File: src/rtl/iir_sched_pkg.sv
// Shared types and helpers for the iir_rr_sched round-robin filter scheduler.
package iir_sched_pkg;

    localparam int DW_DEF = 16;

    typedef enum logic [2:0] {
        IDLE,
        ISSUE,
        WAIT,
        CAPTURE,
        OUT
    } state_t;

    function automatic int unsigned rr_next(input int unsigned idx, input int unsigned n);
        return (idx + 1 >= n) ? 0 : idx + 1;
    endfunction

endpackage

File: src/rtl/rr_arbiter.sv
// Combinational round-robin arbiter: first requester at or after rr_ptr wins.
module rr_arbiter
    import iir_sched_pkg::*;
#(
    parameter  int N_CH = 4,
    localparam int CW   = $clog2(N_CH)
) (
    input  logic [N_CH-1:0] req,
    input  logic [CW-1:0]   rr_ptr,
    output logic [N_CH-1:0] grant,
    output logic [CW-1:0]   grant_idx,
    output logic            any_grant
);

    localparam int unsigned NU = N_CH;

    always_comb begin
        int unsigned w_idx;
        grant     = '0;
        grant_idx = '0;
        any_grant = 1'b0;
        w_idx     = 0;
        for (int unsigned i = 0; i < NU; i++) begin
            w_idx = int'(rr_ptr) + i;
            if (w_idx >= NU) w_idx = w_idx - NU;
            if (!any_grant && req[w_idx]) begin
                grant[w_idx] = 1'b1;
                grant_idx    = CW'(w_idx);
                any_grant    = 1'b1;
            end
        end
    end

endmodule

File: src/rtl/iir_rr_sched.sv
// Round-robin scheduler sharing one IIR filter datapath between N_CH sources.
// Optional per-channel grant counters under IIR_RR_SCHED_STATS_EN.
module iir_rr_sched
    import iir_sched_pkg::*;
#(
    parameter  int N_CH     = 4,
    parameter  int DW       = DW_DEF,
    parameter  int FILT_LAT = 1,
    localparam int CW       = $clog2(N_CH)
) (
    input  logic               clk,
    input  logic               rst,
    input  logic [N_CH-1:0]    req_valid,
    input  logic [N_CH*DW-1:0] req_data,
    output logic [N_CH-1:0]    req_ready,
    output logic               filt_data_en,
    output logic [DW-1:0]      filt_data,
    output logic [CW-1:0]      filt_ch,
    input  logic [DW-1:0]      filt_result,
    output logic               out_valid,
    output logic [DW-1:0]      out_data,
    output logic [CW-1:0]      out_ch,
    input  logic               out_ready,
    output logic               busy
`ifdef IIR_RR_SCHED_STATS_EN
    ,
    input  logic               stats_clr,
    output logic [N_CH*16-1:0] grant_cnt
`endif
);

    state_t          r_state;
    state_t          w_next;
    logic [CW-1:0]   r_ptr;
    logic [CW-1:0]   r_ch;
    logic [DW-1:0]   r_sample;
    logic [3:0]      r_lat_cnt;
    logic [DW-1:0]   r_out_data;
    logic [CW-1:0]   r_out_ch;
    logic [N_CH-1:0] w_grant;
    logic [CW-1:0]   w_grant_idx;
    logic            w_any;
    logic [DW-1:0]   w_sel_data;

    rr_arbiter #(.N_CH(N_CH)) u_arb (
        .req       (req_valid),
        .rr_ptr    (r_ptr),
        .grant     (w_grant),
        .grant_idx (w_grant_idx),
        .any_grant (w_any)
    );

    assign w_sel_data = req_data[int'(w_grant_idx)*DW +: DW];

    always_comb begin
        w_next = r_state;
        case (r_state)
            IDLE:    if (w_any) w_next = ISSUE;
            ISSUE:   w_next = WAIT;
            WAIT:    if (r_lat_cnt == '0) w_next = CAPTURE;
            CAPTURE: w_next = OUT;
            OUT:     if (out_ready) w_next = IDLE;
            default: w_next = IDLE;
        endcase
    end

    always_ff @(posedge clk) begin
        if (rst) begin
            r_state    <= IDLE;
            r_ptr      <= '0;
            r_ch       <= '0;
            r_sample   <= '0;
            r_lat_cnt  <= '0;
            r_out_data <= '0;
            r_out_ch   <= '0;
        end else begin
            r_state <= w_next;
            case (r_state)
                IDLE: if (w_any) begin
                    r_sample <= w_sel_data;
                    r_ch     <= w_grant_idx;
                end
                ISSUE:   r_lat_cnt <= 4'(FILT_LAT - 1);
                WAIT:    if (r_lat_cnt != '0) r_lat_cnt <= r_lat_cnt - 4'd1;
                CAPTURE: begin
                    r_out_data <= filt_result;
                    r_out_ch   <= r_ch;
                end
                OUT:     if (out_ready) r_ptr <= CW'(rr_next(int'(r_ch), N_CH));
                default: ;
            endcase
        end
    end

    // Grant is only offered in IDLE, so OUT backpressure stalls all sources.
    assign req_ready    = (r_state == IDLE) ? w_grant : '0;
    assign filt_data_en = (r_state == ISSUE);
    assign filt_data    = (r_state == ISSUE) ? r_sample : '0;
    assign filt_ch      = r_ch;
    assign out_valid    = (r_state == OUT);
    assign out_data     = r_out_data;
    assign out_ch       = r_out_ch;
    assign busy         = (r_state != IDLE);

`ifdef IIR_RR_SCHED_STATS_EN
    logic [15:0] r_cnt [N_CH];

    always_ff @(posedge clk) begin
        if (rst || stats_clr) begin
            for (int unsigned k = 0; k < N_CH; k++) r_cnt[k] <= '0;
        end else begin
            for (int unsigned k = 0; k < N_CH; k++) begin
                if (r_state == IDLE && w_grant[k] && r_cnt[k] != '1)
                    r_cnt[k] <= r_cnt[k] + 16'd1;
            end
        end
    end

    always_comb begin
        grant_cnt = '0;
        for (int unsigned k = 0; k < N_CH; k++) grant_cnt[k*16 +: 16] = r_cnt[k];
    end
`endif

endmodule
File: config.mk
export PLATFORM = sky130hd
export DESIGN_NAME = iir_rr_sched
export DESIGN_NICKNAME = d
export VERILOG_FILES = /design/src/rtl/iir_sched_pkg.sv /design/src/rtl/rr_arbiter.sv /design/src/rtl/iir_rr_sched.sv
export SDC_FILE = /design/constraint.sdc
export NUM_CORES = 1
export LEC_CHECK = 0
export CAP_MARGIN = 25
export CELL_PAD_IN_SITES_DETAIL_PLACEMENT = 0
export CELL_PAD_IN_SITES_GLOBAL_PLACEMENT = 1
export CORE_MARGIN = 3
export CORE_UTILIZATION = 27
export DETAILED_ROUTE_END_ITERATION = 12
export PLACE_DENSITY_LB_ADDON = 0.1
export SLEW_MARGIN = 10
export SYNTH_ARGS = -nofsm -noshare
export SYNTH_HDL_FRONTEND = slang
export SYNTH_HIERARCHICAL = 1
export SYNTH_SLANG_ARGS = --single-unit
export TNS_END_PERCENT = 50
File: constraint.sdc
create_clock -name clk -period 3.1 [get_ports clk]
set_clock_uncertainty 0.15 [all_clocks]
set_input_delay 0.31 -clock clk [delete_from_list [all_inputs] [get_ports clk]]
set_output_delay 0.31 -clock clk [all_outputs]
set_load 0.02 [all_outputs]
==> run summary, run 1 <==
• 7.563 mm — Routed Wire Length
• yes — CTS tree
• complete, no violations — outcome
• 14.16 um — Routed WL per cell
• 2.952 ns — Tmin final
• reg2reg — min-delay worst type
• sky130_fd_sc_hd__dfxtp_1 — Main synth FF type
• 11000 um^2 — overall die area
• 45 — number of clock sinks
• 0.10 ns — clock-pin slew on the worst setup and hold paths
• 0.4881 — Max transition margin
• 5 — cts bufs inserted
• 0 — antenna fix cells
• flip-flop — Critical Path Source Type
• 43 — post-synth cell types
• 0.306 — combinational share of power
• 4153 um^2 — Placement Cell Area
• 0.3414 — area share of the largest cell type after synthesis
• 0.3387 GHz — Max Clk Rate
• 0 — reported max-cap violation count
• 0 — DRC violations left
• reg2out — Worst Setup Path Type
• 0.7656 ns — measured slew at the worst slew-check pin
• 0 — number of synthesized flops with an enable pin
• 2.49 ns — data arrival time of the critical path
• 0.1641 mV — worst ir drop on vdd
• 0.9524 — final cycle utilization of the critical path
• 7 — top fanout value on the critical path
• 104.9 um — floorplan die width
• 266 — synthesized netlist cell count
• 130 — I/O pin count
• 12.26 mm — global-route wire length before repair
• 6 — number of synthesis warnings
• sky130_fd_sc_hd__clkbuf_8 — Root Buffer Master
• 35 — Site Rows
• 0.3414 — share of the yosys chip area belonging to registers
• 0.4607 — final core occ
• 2639 um^2 — Post-Syn Area
• 9.920 um^2 — average cell area after synthesis
• 9371 um^2 — area of the core
• 0 — final setup violating endpoints
• 0.001159 W — internal power component
• sky130_fd_sc_hd__dfxtp_1 (34%), sky130_fd_sc_hd__mux4_2 (15%), sky130_fd_sc_hd__a22o_1 (5.3%) — top cells by area, synth
• 0.7492 — gpl congestion
• 502 — Net count, final
• 105 — iteration-0 DRC count of the detailed router
• 0 — total count of max-transition violations in the final report
• 0.30 ns — clock latency of the later-clocked register in the worst-skew pair
• 0.1630 — fraction of layout cells with a size suffix above 1
• 374.3 nW/um^2 — Power Density
• 2474 — routed via count
• 4.633 — Vias per Instance
• 0.0004568 W — P_sw
• sky130_fd_sc_hd__clkdlybuf4s50_1 — commonest non-fill, non-tap cell in the layout
• 0.1360 — Global Route Usage Sum
• 0 — async set-reset flop share out of synthesis
• 0 — total gr overflow
• 129 — IO Port Bufs
• 0.2826 — sw frac
• 0 — final hold violation count
• 2 — htree depth
• 1.569 nW — static leakage
• 0.2816 — initial core utilization
• 4318 um^2 — post-route cell area
• sky130_fd_sc_hd__clkdlybuf4s50_1 (125), sky130_fd_sc_hd__dfxtp_1 (43), sky130_fd_sc_hd__nand2_1 (36) — highest-count cells in the layout ignoring fill and taps
• 0 — initial antenna violation count
• sky130_fd_sc_hd__dfxtp_1 — Synth area leader
• 5 — detailed-router iteration count before antenna repair
• 0.404 — Reg power frac
• 364 — synthesized netlist net count
• 0.290 — Clk network pwr share
• 45 — number of register bits inferred by synthesis
• 63.63% — synth-to-layout area growth
• 2 — Max Root-Sink Buffers
• 2.64 ns — data required time at the worst endpoint
• 0 — remaining antenna violation count
• 5.721 mm — estimated wirelength of the detail-placed design
• 2452 — via count of the first global-routing pass
• 26 — maximum number of pins on one net before global-route repair
• 0.001616 W — final total power
• output pin — critical path capture point type
• 104.9 um — die boundary height
## repair_timing
| item | 4_1_cts | 5_1_grt |
|---|---|---|
| hold buffers | 0 | 0 |
| pin swaps | 1 | 1 |
| setup buffers | 4 | 1 |
| resized for setup | 10 | 9 |
| endpoints found under the setup margin | 4 | 21 |
| endpoints found under the hold margin | 0 | 0 |
## cells by family after synthesis
group,synth area share
adders and majority gates,0.05216
muxes,0.2006
and+or+nand+nor,0.1906
AOI/OAI and AO/OA,0.1569
DFF,0.3414
xor gates and xnor gates,0.003320
buffers and inverters,0.05500
## Yosys cell counts, types with 2 or more instances
master	instances
sky130_fd_sc_hd__ha_1	11
sky130_fd_sc_hd__buf_2	4
sky130_fd_sc_hd__and2_1	20
sky130_fd_sc_hd__dfxtp_1	45
sky130_fd_sc_hd__buf_6	3
sky130_fd_sc_hd__nand2_1	36
sky130_fd_sc_hd__mux4_1	2
sky130_fd_sc_hd__buf_1	2
sky130_fd_sc_hd__nor3b_1	2
sky130_fd_sc_hd__inv_1	8
sky130_fd_sc_hd__or3_1	3
sky130_fd_sc_hd__a22oi_1	8
sky130_fd_sc_hd__a22o_1	16
sky130_fd_sc_hd__a21oi_1	21
sky130_fd_sc_hd__mux2i_1	6
sky130_fd_sc_hd__nor2_1	11
sky130_fd_sc_hd__clkbuf_1	9
sky130_fd_sc_hd__o21ai_0	8
sky130_fd_sc_hd__buf_4	2
sky130_fd_sc_hd__nand2b_1	3
sky130_fd_sc_hd__o211ai_1	3
sky130_fd_sc_hd__mux4_2	18
sky130_fd_sc_hd__nor3_1	4
sky130_fd_sc_hd__nor2b_1	2
## routing by layer
| metal | track usage | share of wire |
|---|---|---|
| met1 | 0.1591 | 0.40 |
| met2 | 0.2507 | 0.54 |
| met3 | 0.02718 | 0.044 |
| met4 | 0.03655 | 0.011 |
| met5 | 0 | 0 |
## through the flow
step	TNS (ns)	hold WS [ns]	cells	setup WS [ns]
3_5_place_dp	-1.112	0.2970	521	-0.1231
5_1_grt	-0.001525	0.3274	534	-0.001525
6_report	0	0.3073	534	0.1476
3_3_place_gp	-0.2981	0.2913	521	-0.09643
2_1_floorplan	0	0.2839	266	0.01034
4_1_cts	0	0.3114	533	0.02475
## critical path: stages, from the launching register on
cell and delay [ns]:
sky130_fd_sc_hd__dfxtp_4 0.41, sky130_fd_sc_hd__inv_2 0.06, sky130_fd_sc_hd__ha_4 0.29, sky130_fd_sc_hd__mux4_2 0.35, sky130_fd_sc_hd__nor4b_4 0.34, sky130_fd_sc_hd__buf_4 0.16
sky130_fd_sc_hd__a22oi_1 0.05, sky130_fd_sc_hd__o21ai_0 0.07, sky130_fd_sc_hd__and2_1 0.13, sky130_fd_sc_hd__dlygate4sd2_1 0.33
## worst paths after layout
| check | startpoint | endpoint | slack, ns | depth (start not counted) |
|---|---|---|---|---|
| setup / recovery | r_ptr[1] | req_ready[1] | 0.15 | 9 |
| setup reg to reg | r_ptr[1] | r_sample[2] | 0.15 | 11 |
| hold reg to reg | out_data[3] | out_data[3] | 0.31 | 2 |
| hold / removal | out_data[3] | out_data[3] | 0.31 | 2 |
## power by group through the flow
stage          sequential [W]  clock, W  combinational [W]
2_1_floorplan        0.000670         0           0.000255
3_3_place_gp         0.000667         0           0.000493
3_5_place_dp         0.000668         0           0.000497
4_1_cts              0.000654  0.000484           0.000500
5_1_grt              0.000660  0.000507           0.000535
6_report             0.000653  0.000468           0.000495
## flip-flops by register name (all words and copies together) (netlist names)
| signal | flops |
|---|---|
| filt_ch | 2 |
| out_ch | 2 |
| out_data | 16 |
| r_lat_cnt | 4 |
| r_ptr | 2 |
| r_sample | 16 |
| r_state | 3 |
## cell type report
cell class | count | area, um^2
Timing Repair Buffer | 152 | 1478
Tap cell | 129 | 161.4
Clock inverter | 3 | 50.05
Fill cell | 944 | 5054
Multi-Input combinational cell | 192 | 1620
Inverter | 8 | 33.78
Sequential cell | 45 | 905.9
Clock buffer | 5 | 68.82
(Power assumes the default switching activity.)
==> inputs of run 2 (changes only) <==
Settings changed: MAX_ROUTING_LAYER set to met4.
==> run 2 against run 1 <==
- die area unchanged
- non-clock buffer count unchanged
- worst setup slack worse by 0.0058 ns
- combinational power about the same
- worst hold slack unchanged
- sequential share of layout area unchanged
- maximum frequency down 0.20%
- critical path type unchanged
- critical endpoint unchanged
- largest power group unchanged
==> run summary, run 2 (same netlist as run 1, synthesis figures left out) <==
• 521 — count of placed standard cells including taps, unchanged
• 0.7656 ns — measured slew at the worst slew-check pin, unchanged
• 0 — total count of max-transition violations in the final report, unchanged
• reg2out — Worst Setup Path Type
• complete, no violations — outcome
• output pin — critical path capture point type
• 0.4881 — Max transition margin, unchanged
• 0 ns — setup TNS, unchanged
• 0 — initial antenna violation count, unchanged
• 5 — detailed-router iteration count before antenna repair, unchanged
• 0 — final setup violating endpoints, unchanged
• 0.1395 — Global Route Usage Sum, +0.003552
• 0.9543 — final cycle utilization of the critical path, +0.001877
• 4.663 — Vias per Instance, +0.65%
• 2 — htree depth, unchanged
• 534 — count of placed standard cells in the final layout, fillers left out, unchanged
• 7.556 mm — Routed Wire Length, about the same
• 26 — maximum number of pins on one net before global-route repair, unchanged
• 7 — top fanout value on the critical path, unchanged
• 0 — number of hold buffers added after cts, unchanged
• 0.2816 — initial core utilization, unchanged
• 45 — number of clock sinks, unchanged
• 14.15 um — Routed WL per cell, about the same
• 0.15 ns — minimum setup slack among reg-to-reg paths, about the same
• 1.569 nW — static leakage, unchanged
• 2490 — routed via count, +0.65%
• 0 — final hold violation count, unchanged
• flip-flop — Critical Path Source Type
• sky130_fd_sc_hd__clkdlybuf4s50_1 — commonest non-fill, non-tap cell in the layout
• 2.50 ns — data arrival time of the critical path, about the same
• 104.9 um — floorplan die width, unchanged
• 104 — iteration-0 DRC count of the detailed router, -0.95%
• 12.23 mm — global-route wire length before repair, -0.29%
• 63.63% — synth-to-layout area growth, unchanged
• 104.9 um — die boundary height, unchanged
• 2 — Hold Path Cell Cnt, unchanged
• r_ptr[1] — RR Startpoint
• 0 — antenna fix cells, unchanged
• 5 — cts bufs inserted, unchanged
• 0 — DRC violations left, unchanged
• out_data[3] — worst-case hold path end point
• 11000 um^2 — overall die area, unchanged
• 0 — reported max-cap violation count, unchanged
• 0.30 ns — clock latency of the later-clocked register in the worst-skew pair, about the same
• 0.4607 — final core occ, unchanged
• 2.64 ns — data required time at the worst endpoint, about the same
• 0.3073 ns — Post-Route Hold Slack, unchanged
• 2.958 ns — Tmin final, +0.005819 ns
• 130 — I/O pin count, unchanged
• out_data[3] — startpoint of the worst hold path
• 2 — Max Root-Sink Buffers, unchanged
• 0.1630 — fraction of layout cells with a size suffix above 1, unchanged
• 374.1 nW/um^2 — Power Density, about the same
• r_sample[2] — capturing point of the worst reg2reg path
• 0.7588 — gpl congestion, +1.3%
• 0.3380 GHz — Max Clk Rate, -0.20%
• 9371 um^2 — area of the core, unchanged
• 11 — Register-to-Register Path Depth, unchanged
• 2460 — via count of the first global-routing pass, +0.33%
• yes — CTS tree
• 5.721 mm — estimated wirelength of the detail-placed design, unchanged
• 0 — total gr overflow, unchanged
• 0.1637 mV — worst ir drop on vdd, -0.22%
• 129 — IO Port Bufs, unchanged
• 0 — remaining antenna violation count, unchanged
• sky130_fd_sc_hd__clkdlybuf4s50_1 (125), sky130_fd_sc_hd__dfxtp_1 (43), sky130_fd_sc_hd__nand2_1 (36) — highest-count cells in the layout ignoring fill and taps
• reg2reg — min-delay worst type
• 502 — Net count, final, unchanged
• sky130_fd_sc_hd__clkbuf_8 — Root Buffer Master
• 35 — Site Rows, unchanged
• 0.10 ns — clock-pin slew on the worst setup and hold paths, about the same
-- run 2: cell counts in the layout (fill, tap and decap cells not counted) --
No cell type changed its count.
-- run 2: repair_timing --
item / CTS / global route
pin swaps: 1 / 1
endpoints found under the setup margin: 4 / 21
resized for setup: 10 / 9
setup buffers: 4 / 1
-- run 2: final cells by class --
type	instances	area, um^2
Fill cell	944	5054
Multi-Input combinational cell	192	1620
Timing Repair Buffer	152	1478
Sequential cell	45	905.9
Tap cell	129	161.4
Clock buffer	5	68.82
Clock inverter	3	50.05
Inverter	8	33.78
-- run 2: worst max-delay path by stage --
stage                            start           end  slack, ns  depth (start not counted)
final                         r_ptr[1]  req_ready[1]       0.14                          9
after global routing          r_ptr[1]  req_ready[1]     -0.002                          9
after CTS                     r_ptr[1]  req_ready[3]       0.02                         10
after detailed placement  req_valid[0]  req_ready[0]      -0.12                          7
after global placement    req_valid[3]  req_ready[3]       -0.1                          7
after floorplan               r_ptr[0]   r_sample[0]       0.01                         12
-- run 2: worst max-delay path: stages, from the launching register on --
cell and delay, ns:
sky130_fd_sc_hd__dfxtp_4 0.41, sky130_fd_sc_hd__inv_2 0.06, sky130_fd_sc_hd__ha_4 0.29, sky130_fd_sc_hd__mux4_2 0.35, sky130_fd_sc_hd__nor4b_4 0.34, sky130_fd_sc_hd__buf_4 0.16, sky130_fd_sc_hd__a22oi_1 0.05, sky130_fd_sc_hd__o21ai_0 0.07
sky130_fd_sc_hd__and2_1 0.13, sky130_fd_sc_hd__dlygate4sd2_1 0.33
-- run 2: routing by layer --
metal,vias to the layer above,GRT usage,wire (um)
met5,-,-,0
met4,0,0.03655,86
met3,8,0.02532,323
met2,71,0.2507,4107
met1,1170,0.1595,3039
li1,1241,-,-
-- run 2: stage by stage --
step | setup WS (ns) | cell area, um^2 | power, W
floorplan | 0.01034 | 2651 | 0.0009250
finish | 0.1418 | 4318 | 0.001615
global route | -0.001520 | 4318 | 0.001702
detailed placement | -0.1231 | 4153 | 0.001165
CTS | 0.02475 | 4317 | 0.001638
global placement | -0.09643 | 4153 | 0.001160
-- run 2: power breakdown --
| part | leakage (nW) | internal, W | switching [W] |
|---|---|---|---|
| registers | 0.368 | 0.000625 | 0.0000282 |
| clock network | 0.0603 | 0.000247 | 0.000221 |
| logic | 1.14 | 0.000287 | 0.000207 |
| total | 1.57 | 0.00116 | 0.000456 |
==> inputs of run 3 (changes only) <==
Settings changed: TNS_END_PERCENT 50 to unset.
==> results of run 3 <==
No change in the layout: final DEF, timing and power equal those of run 2.
